File: config.mk
export PLATFORM = sky130hd
export DESIGN_NAME = logic_unit_pipe
export DESIGN_NICKNAME = d
export VERILOG_FILES = /design/src/rtl/logic_unit_pipe.sv
export SDC_FILE = /design/constraint.sdc
export NUM_CORES = 1
export LEC_CHECK = 0
export CAP_MARGIN = 40
export CORE_UTILIZATION = 42
export DETAILED_ROUTE_END_ITERATION = 12
export PLACE_DENSITY_LB_ADDON = 0.05
export RECOVER_POWER = 100
export SLEW_MARGIN = 10
export SYNTH_ARGS = -nofsm -noshare
export SYNTH_HDL_FRONTEND = slang
export SYNTH_SLANG_ARGS = --single-unit
export TNS_END_PERCENT = 50
File: constraint.sdc
create_clock -name clk -period 2.55 [get_ports clk]
set_input_delay 0.51 -clock clk [delete_from_list [all_inputs] [get_ports clk]]
set_output_delay 0.51 -clock clk [all_outputs]
set_load 0.01 [all_outputs]
File: src/rtl/logic_unit_pipe.sv
// Two-stage valid/ready bitwise logic unit with an optional result accumulator.
// S1 holds the operands, S2 holds the registered result and its flags.
module logic_unit_pipe #(
  parameter int WIDTH  = 4,
  parameter bit ACC_EN = 1'b1
) (
  input  logic             clk,
  input  logic             rst,
  input  logic [WIDTH-1:0] A,
  input  logic [WIDTH-1:0] B,
  input  logic [2:0]       Sel,
  input  logic             Acc,
  input  logic             In_Valid,
  output logic             In_Ready,
  output logic [WIDTH-1:0] Out,
  output logic             Out_Valid,
  input  logic             Out_Ready,
  output logic             Zero,
  output logic             Parity
);

  localparam logic [2:0] OP_AND  = 3'b000;
  localparam logic [2:0] OP_OR   = 3'b001;
  localparam logic [2:0] OP_XOR  = 3'b010;
  localparam logic [2:0] OP_XNOR = 3'b011;
  localparam logic [2:0] OP_NAND = 3'b100;
  localparam logic [2:0] OP_NOR  = 3'b101;
  localparam logic [2:0] OP_NOTA = 3'b110;
  localparam logic [2:0] OP_PASS = 3'b111;

  logic             s1Valid_q, s1Valid_d;
  logic [WIDTH-1:0] aReg_q, bReg_q;
  logic [2:0]       selReg_q;
  logic             accReg_q;

  logic             s2Valid_q, s2Valid_d;
  logic [WIDTH-1:0] out_q;
  logic             zero_q, parity_q;
  logic [WIDTH-1:0] accum_q;

  logic             s2Load, interlock, inFire;
  logic [WIDTH-1:0] opA, result;

  // An Acc transaction must wait until its predecessor has left S1, so that
  // the accumulator already holds that predecessor's result when it is used.
  always_comb begin
    s2Load    = s1Valid_q && (!s2Valid_q || Out_Ready);
    interlock = ACC_EN && In_Valid && Acc && s1Valid_q;
    In_Ready  = !rst && (!s1Valid_q || s2Load) && !interlock;
    inFire    = In_Valid && In_Ready;
    s1Valid_d = inFire ? 1'b1 : (s2Load ? 1'b0 : s1Valid_q);
    s2Valid_d = s2Load ? 1'b1 : ((s2Valid_q && Out_Ready) ? 1'b0 : s2Valid_q);
  end

  always_comb begin
    opA = (ACC_EN && accReg_q) ? accum_q : aReg_q;
    unique case (selReg_q)
      OP_AND:  result = opA & bReg_q;
      OP_OR:   result = opA | bReg_q;
      OP_XOR:  result = opA ^ bReg_q;
      OP_XNOR: result = ~(opA ^ bReg_q);
      OP_NAND: result = ~(opA & bReg_q);
      OP_NOR:  result = ~(opA | bReg_q);
      OP_NOTA: result = ~opA;
      OP_PASS: result = bReg_q;
      default: result = '0;
    endcase
  end

  always_ff @(posedge clk or posedge rst) begin
    if (rst) begin
      s1Valid_q <= 1'b0;
      aReg_q    <= '0;
      bReg_q    <= '0;
      selReg_q  <= '0;
      accReg_q  <= 1'b0;
    end else begin
      s1Valid_q <= s1Valid_d;
      if (inFire) begin
        aReg_q   <= A;
        bReg_q   <= B;
        selReg_q <= Sel;
        accReg_q <= Acc;
      end
    end
  end

  // Zero resets high because the cleared result is all zeros.
  always_ff @(posedge clk or posedge rst) begin
    if (rst) begin
      s2Valid_q <= 1'b0;
      out_q     <= '0;
      zero_q    <= 1'b1;
      parity_q  <= 1'b0;
      accum_q   <= '0;
    end else begin
      s2Valid_q <= s2Valid_d;
      if (s2Load) begin
        out_q    <= result;
        zero_q   <= (result == '0);
        parity_q <= ^result;
        accum_q  <= result;
      end
    end
  end

  assign Out       = out_q;
  assign Out_Valid = s2Valid_q;
  assign Zero      = zero_q;
  assign Parity    = parity_q;

endmodule

==> results of run 1 <==
[what timing repair did]
action / in CTS / in global routing
resized for setup: 2 / 8
buffers inserted: 0 / 1
pin swaps: 1 / 4
endpoints found under the hold margin: 0 / 0
endpoints found under the setup margin: 1 / 1
hold buffers: 0 / 0
[where the power goes]
group / switching, W / internal (W) / leakage, nW
registers: 0.000106 / 0.000402 / 0.236
logic: 0.000360 / 0.000442 / 0.482
clock network: 0.0000974 / 0.0000869 / 0.0210
[final cells by class]
type                    count  area (um2)  share of cell area
clock buffers               4       36.28             0.02128
inverters                  12       47.55             0.02788
multi-input cells          94       792.0              0.4644
flip-flops and latches     20       503.0              0.2949
well taps                  44       55.05             0.03228
repair buffers             29       271.5              0.1592
[worst reg2reg max path, stage by stage (launching register included)]
cell,delay [ps]
sky130_fd_sc_hd__dfrtp_2,470
sky130_fd_sc_hd__mux2_4,340
sky130_fd_sc_hd__inv_4,60
sky130_fd_sc_hd__ha_4,200
sky130_fd_sc_hd__mux2_4,260
sky130_fd_sc_hd__and3_4,180
sky130_fd_sc_hd__a221oi_2,180
sky130_fd_sc_hd__o22ai_2,120
sky130_fd_sc_hd__ha_1,300
sky130_fd_sc_hd__xnor2_1,170
sky130_fd_sc_hd__o21ai_1,70
[cell families after synthesis]
group | count (synthesis) | synth area share
compound gates | 27 | 0.1410
xor+xnor | 4 | 0.02597
fa+ha+maj | 10 | 0.09276
buf+inv | 19 | 0.06772
flops | 20 | 0.3720
mux | 20 | 0.1735
simple gates | 33 | 0.1271
[synth_stat cells (2+ instances only)]
| cell | number |
|---|---|
| sky130_fd_sc_hd__nor2b_1 | 9 |
| sky130_fd_sc_hd__xnor2_1 | 4 |
| sky130_fd_sc_hd__nor3_1 | 3 |
| sky130_fd_sc_hd__mux2i_2 | 2 |
| sky130_fd_sc_hd__buf_4 | 2 |
| sky130_fd_sc_hd__nand2_1 | 13 |
| sky130_fd_sc_hd__o21ai_0 | 8 |
| sky130_fd_sc_hd__buf_2 | 4 |
| sky130_fd_sc_hd__a211oi_1 | 3 |
| sky130_fd_sc_hd__mux2i_1 | 3 |
| sky130_fd_sc_hd__mux2_4 | 2 |
| sky130_fd_sc_hd__nor2_1 | 2 |
| sky130_fd_sc_hd__inv_2 | 2 |
| sky130_fd_sc_hd__mux2_2 | 13 |
| sky130_fd_sc_hd__a21oi_1 | 3 |
| sky130_fd_sc_hd__o21ai_1 | 2 |
| sky130_fd_sc_hd__inv_1 | 10 |
| sky130_fd_sc_hd__dfrtp_1 | 19 |
| sky130_fd_sc_hd__ha_1 | 10 |
[path summary, 6_finish.rpt]
check                                   endpoint                  from  cells past startpoint  slack (ps)
setup / recovery                        In_Ready             Out_Ready                      5          80
hold / removal                  Zero$_DFFE_PP1P_      Zero$_DFFE_PP1P_                      2         500
setup reg to reg              Parity$_DFFE_PP0P_  accReg_q$_DFFE_PP0P_                     10          90
hold reg to reg                 Zero$_DFFE_PP1P_      Zero$_DFFE_PP1P_                      2         500
max in group asynchronous   accReg_q$_DFFE_PP0P_                   rst                      2        1190
min in group asynchronous  Out_Valid$_DFFE_PP0P_                   rst                      2         830
[per-layer routing]
layer,up-vias,global-route usage
li1,518,-
met1,509,0.2266
met2,9,0.3136
met3,2,0.02857
met4,0,0.05102
met5,-,0
[cells in the final DEF, fill, tap and decap left out, drive strengths merged]
| cell type | count |
|---|---|
| dfrtp | 19 |
| nor2 | 3 |
| nand2b | 1 |
| dlygate4sd3 | 9 |
| dfstp | 1 |
| a221oi | 2 |
| a31oi | 1 |
| o31ai | 1 |
| xnor2 | 4 |
| a2bb2oi | 1 |
| a21oi | 3 |
| a22oi | 1 |
| nor3 | 3 |
| clkdlybuf4s50 | 14 |
| buf | 5 |
| clkbuf | 5 |
| o21ai | 11 |
| nor4 | 1 |
| ha | 10 |
| nor2b | 9 |
| or3 | 1 |
| nand3 | 1 |
| o22ai | 2 |
| o2111ai | 1 |
| mux2i | 5 |
| inv | 12 |
| nand2 | 13 |
| a211oi | 4 |
| mux2 | 15 |
| and3 | 1 |
[metrics by stage]
stage / setup TNS, ps / cell area (um2) / util / worst slack, ps / power, W
floorplan: 0 / 1349 / - / 96.30 / 0.001024
global placement: 0 / 1625 / 0.5324 / 55.25 / 0.001236
detailed placement: -66.59 / 1625 / 0.5324 / -66.59 / 0.001274
CTS: 0 / 1668 / 0.5463 / 18.84 / 0.001474
global route: -23.76 / 1705 / 0.5586 / -23.76 / 0.001623
finish: 0 / 1705 / 0.5586 / 82.62 / 0.001494
[state kept, by name, summed over array words and instances, names as in the netlist]
register   flops
Out_Valid      1
Out            4
Parity         1
Zero           1
selReg_q       3
aReg_q         4
accReg_q       1
bReg_q         4
s1Valid_q      1
==> results.cfg, run 1 <==
[power]
worst_ir_drop_vdd_v = 0.0006420
power.density_cell_area_mw_per_mm2 = 875.9
p_leak_nw = 0.7387

[setup_path]
number_of_buffers_and_inverters_on_the_critical_path = 2
critPathTopFamily = buffers and inverters
slowest_delay_ps = 520
timing_worst_setup_path_type = input pin to output port
timing.critical_path.to_type = output port
timing.critical_path.cells = dlygate4sd3_1, nand2b_2, a21oi_1, nor2_2, clkdlybuf4s50_1
cp_slowest_cell = sky130_fd_sc_hd__dlygate4sd3_1
worst_setup_path_start_kind = input pin
crit_required_ps = 2040
timing.critical_path.arrival_ps = 1960
worst-path-max-fanout = 6

[synthesis]
synthDominantAreaCellType = sky130_fd_sc_hd__dfrtp_1
yosys_warnings = 0
synth_seq_cells = 20
yosysSeqAreaShare = 0.3720
ys.flop_type = sky130_fd_sc_hd__dfrtp_1
yosys-top-cells-area = sky130_fd_sc_hd__dfrtp_1, sky130_fd_sc_hd__mux2_2, sky130_fd_sc_hd__ha_1, sky130_fd_sc_hd__nor2b_1, sky130_fd_sc_hd__nand2_1
netlist.area_leader.share = 0.3525
netlist_instances = 133
asyncSetResetFlopFracSynth = 1.000
syn_nets = 159
syn-mean-instance-area_um2 = 10.14
netlist-cell-type-count = 38
synth-edff-count = 0
post_synth_instance_area_mm2 = 0.001349

[cts]
cts_made_buffers = 3
register_clock_pin_slew_on_the_reported_worst_setup_and_hold_paths_ps = 120
max-clock-path-buffers = 2
clock_latency_ps = 300
clock-sinks = 20
ctsRootBufferMaster = sky130_fd_sc_hd__clkbuf_4
h-tree-depth = 1
tritoncts = done

[route]
route.detailed.drc = 0
routedWlPerCell_um = 13.56
drtIter0Drc = 74
maxUsedRoutingLayer = met4
route.vias.total = 1038
route.detailed.vias_per_inst = 5.113
wirelength_mm = 2.752
ant_nets = 0
routed-wl-met3_um = 57
detail_route.wirelength.met1_mm = 1.285
amount_of_wire_on_met2_after_detailed_routing_mm = 1.388
drt_first_pass_iters = 4

[final_layout]
insertedDiodeCount = 0
area.growth.synth_to_final_pct = 26.44
post_route_cells_drive_above_1_share = 0.2642
layout.filler_cells = 294
final_cell_count_no_fill = 203
final_net_count = 186

[die]
core-area_mm2 = 0.003053
vertical_die_dimension_um = 58.67
die-width_um = 58.67
boundaryPins = 24
die_area_mm2 = 0.003442
floorplan.initialDensity = 0.4418
floorplan.rows = 20

[timing]
finalCritPeriodShare = 0.9676
setup_viol_count_final = 0
timing.fmax_ghz = 0.4053
finalClockSkew_ps = 4.266
grt_setup_unrepaired = true
worstMarginPinSlew_ps = 766.2
relSlewSlack = 0.4887
fin_worst_hold_slack_ps = 498.6
finalWorstPathRequiredPeriod_ps = 2467
slew_violations = 0
finalHoldViolCount = 0

[grt]
grt_max_degree = 21
grt_util_all_layers = 0.1784
antenna_found_initial = 0
grt_pass1_vias = 998
grt_first_pass_wirelength_mm = 4.540
gr-total-overflow = 0

[hold_path]
hp-class = register to register

[outcome]
result_of_the_run = complete, no violations

[placement]
routabilityCongestion = 0.7542
io_buffer_count = 23
place.detailed.hpwl_mm = 2.102
placed_instances = 198

[run]
timing.max_cap.violations = 0
Power figures use the tool's default switching activity.
==> run 2: changes to the inputs <==
--- a/config.mk
+++ b/config.mk
@@ -8,6 +8,7 @@
 export CAP_MARGIN = 40
 export CORE_UTILIZATION = 42
 export DETAILED_ROUTE_END_ITERATION = 12
+export DONT_BUFFER_PORTS = 1
 export PLACE_DENSITY_LB_ADDON = 0.05
 export RECOVER_POWER = 100
 export SLEW_MARGIN = 10
==> results.cfg, run 2 (synthesized netlist as in run 1, its figures left out) <==
[timing]
setup_viol_count_final = 0
timing.fmax_ghz = 0.4036
worstMarginPinSlew_ps = 754.2
grt_setup_unrepaired = true
finalWorstPathRequiredPeriod_ps = 2478
slew_violations = 0
finalHoldViolCount = 0
finalCritPeriodShare = 0.9717
finalClockSkew_ps = 2.177
relSlewSlack = 0.4967

[setup_path]
timing_worst_setup_path_type = register to register
crit_top_cell = sky130_fd_sc_hd__mux2_4
slowest_delay_ps = 470
timing.critical_path.to_type = register
cp_slowest_cell = sky130_fd_sc_hd__dfrtp_2
timing.critical_path.cells = mux2_4, inv_2, ha_4, mux2_4, and3_4, a221oi_2, o22ai_2, ha_1, xnor2_1, o21ai_1
timing.critical_path.arrival_ps = 2660
crit_required_ps = 2730
worst-path-max-fanout = 5
worst_setup_path_start_kind = register

[die]
floorplan.rows = 20
floorplan.initialDensity = 0.4418
core-area_mm2 = 0.003053
die-width_um = 58.67
boundaryPins = 24
die_area_mm2 = 0.003442
vertical_die_dimension_um = 58.67

[cts]
max-clock-path-buffers = 2
tritoncts = done
clock-sinks = 20
clock_latency_ps = 290
cts_made_buffers = 3
ctsRootBufferMaster = sky130_fd_sc_hd__clkbuf_4
register_clock_pin_slew_on_the_reported_worst_setup_and_hold_paths_ps = 110
h-tree-depth = 1
hold_buffers = 0

[final_layout]
insertedDiodeCount = 0
area.growth.synth_to_final_pct = 10.02
layout_commonest_cell = sky130_fd_sc_hd__dfrtp_1
final_cell_mix = sky130_fd_sc_hd__dfrtp_1, sky130_fd_sc_hd__nand2_1, sky130_fd_sc_hd__mux2_2
post_route_cells_drive_above_1_share = 0.3165
final_net_count = 166
layout.filler_cells = 301
final-seq-area_um2 = 503.0
multi_input_comb_area_um2 = 780.7
stdcell_area_mm2 = 0.001484

[route]
drtIter0Drc = 22
routedWlPerCell_um = 14.06
drt_first_pass_iters = 4
route.detailed.drc = 0
wirelength_mm = 2.573
route.vias.total = 926
route.detailed.vias_per_inst = 5.060
ant_nets = 0

[grt]
grt_first_pass_wirelength_mm = 4.409
antenna_found_initial = 0
gr-total-overflow = 0
grt_max_degree = 21
grt_util_all_layers = 0.1694
grt_pass1_vias = 971

[run]
timing.max_cap.violations = 0

[outcome]
result_of_the_run = complete, no violations

[placement]
postPlaceCellArea_mm2 = 0.001418
io_buffer_count = 0
routabilityCongestion = 0.6930
place.detailed.hpwl_mm = 2.002

[power]
p_leak_nw = 0.6538
design_power_total_w = 0.001406
worst_ir_drop_vdd_v = 0.0005189
power.density_cell_area_mw_per_mm2 = 947.3

[hold_path]
hp-class = input pin to asynchronous set/reset pin
[run 2: cell count changes in the layout (fill, tap and decap cells not counted), sizes merged]
cell / before / now
dlygate4sd3: 9 / 0
buf: 5 / 8
clkdlybuf4s50: 14 / 0
[run 2: repair_timing]
item | in CTS | in global routing
buffers inserted | 0 | 1
setup endpoints to repair | 1 | 1
pin swaps | 0 | 3
gates resized for setup | 2 | 6
[run 2: area by class of cell]
cell class                 instances  area share
multi-input combinational         94      0.5261
sequential                        20      0.3390
timing repair buffer               9     0.04300
tap                               44     0.03710
inverter                          12     0.03035
clock buffer                       4     0.02445
[run 2: worst max-delay path, delay by kind of cell (launching register included)]
family,cells,cell delay [ps]
buffers and inverters,1,70
and+or+nand+nor,1,180
muxes,2,590
adders and majority gates,2,510
AOI/OAI and AO/OA,3,380
xor gates and xnor gates,1,180
DFF,1,470
[run 2: report_power, final]
part	leakage [nW]	internal, W	total [W]	switching (W)
Combinational	0.397	0.000373	0.000712	0.000339
Clock	0.0210	0.0000868	0.000180	0.0000932
Sequential	0.236	0.000403	0.000514	0.000111
[run 2: metrics by stage]
step	setup WS, ps	util	std cells	hold WS [ps]	TNS, ps
final	72.08	0.4861	183	227.4	0
after global routing	-42.30	0.4861	183	292.6	-42.30
after CTS	17.77	0.4783	182	242.4	0
after detailed placement	-88.28	0.4643	178	490.4	-88.28
after global placement	29.65	0.4643	178	488.1	0
after floorplan	96.30	-	133	471.5	0
[run 2: metal layers]
metal	global-route usage	share of wire
met1	0.2193	0.45
met2	0.2972	0.52
met3	0.01978	0.024
met4	0.05102	0.0074
met5	0	0
[run 2: path summary, 6_finish.rpt]
check                                      start                    end  slack (ps)  depth (start not counted)
max in group asynchronous                    rst   accReg_q$_DFFE_PP0P_        1810                          1
min in group clk                            A[2]  aReg_q[2]$_DFFE_PP0P_         360                          1
hold reg to reg            s1Valid_q$_DFFE_PP0P_     Out[0]$_DFFE_PP0P_         510                          1
setup reg to reg            accReg_q$_DFFE_PP0P_     Parity$_DFFE_PP0P_          70                         10
setup / recovery            accReg_q$_DFFE_PP0P_     Parity$_DFFE_PP0P_          70                         10
hold / removal                               rst  Out_Valid$_DFFE_PP0P_         230                          1
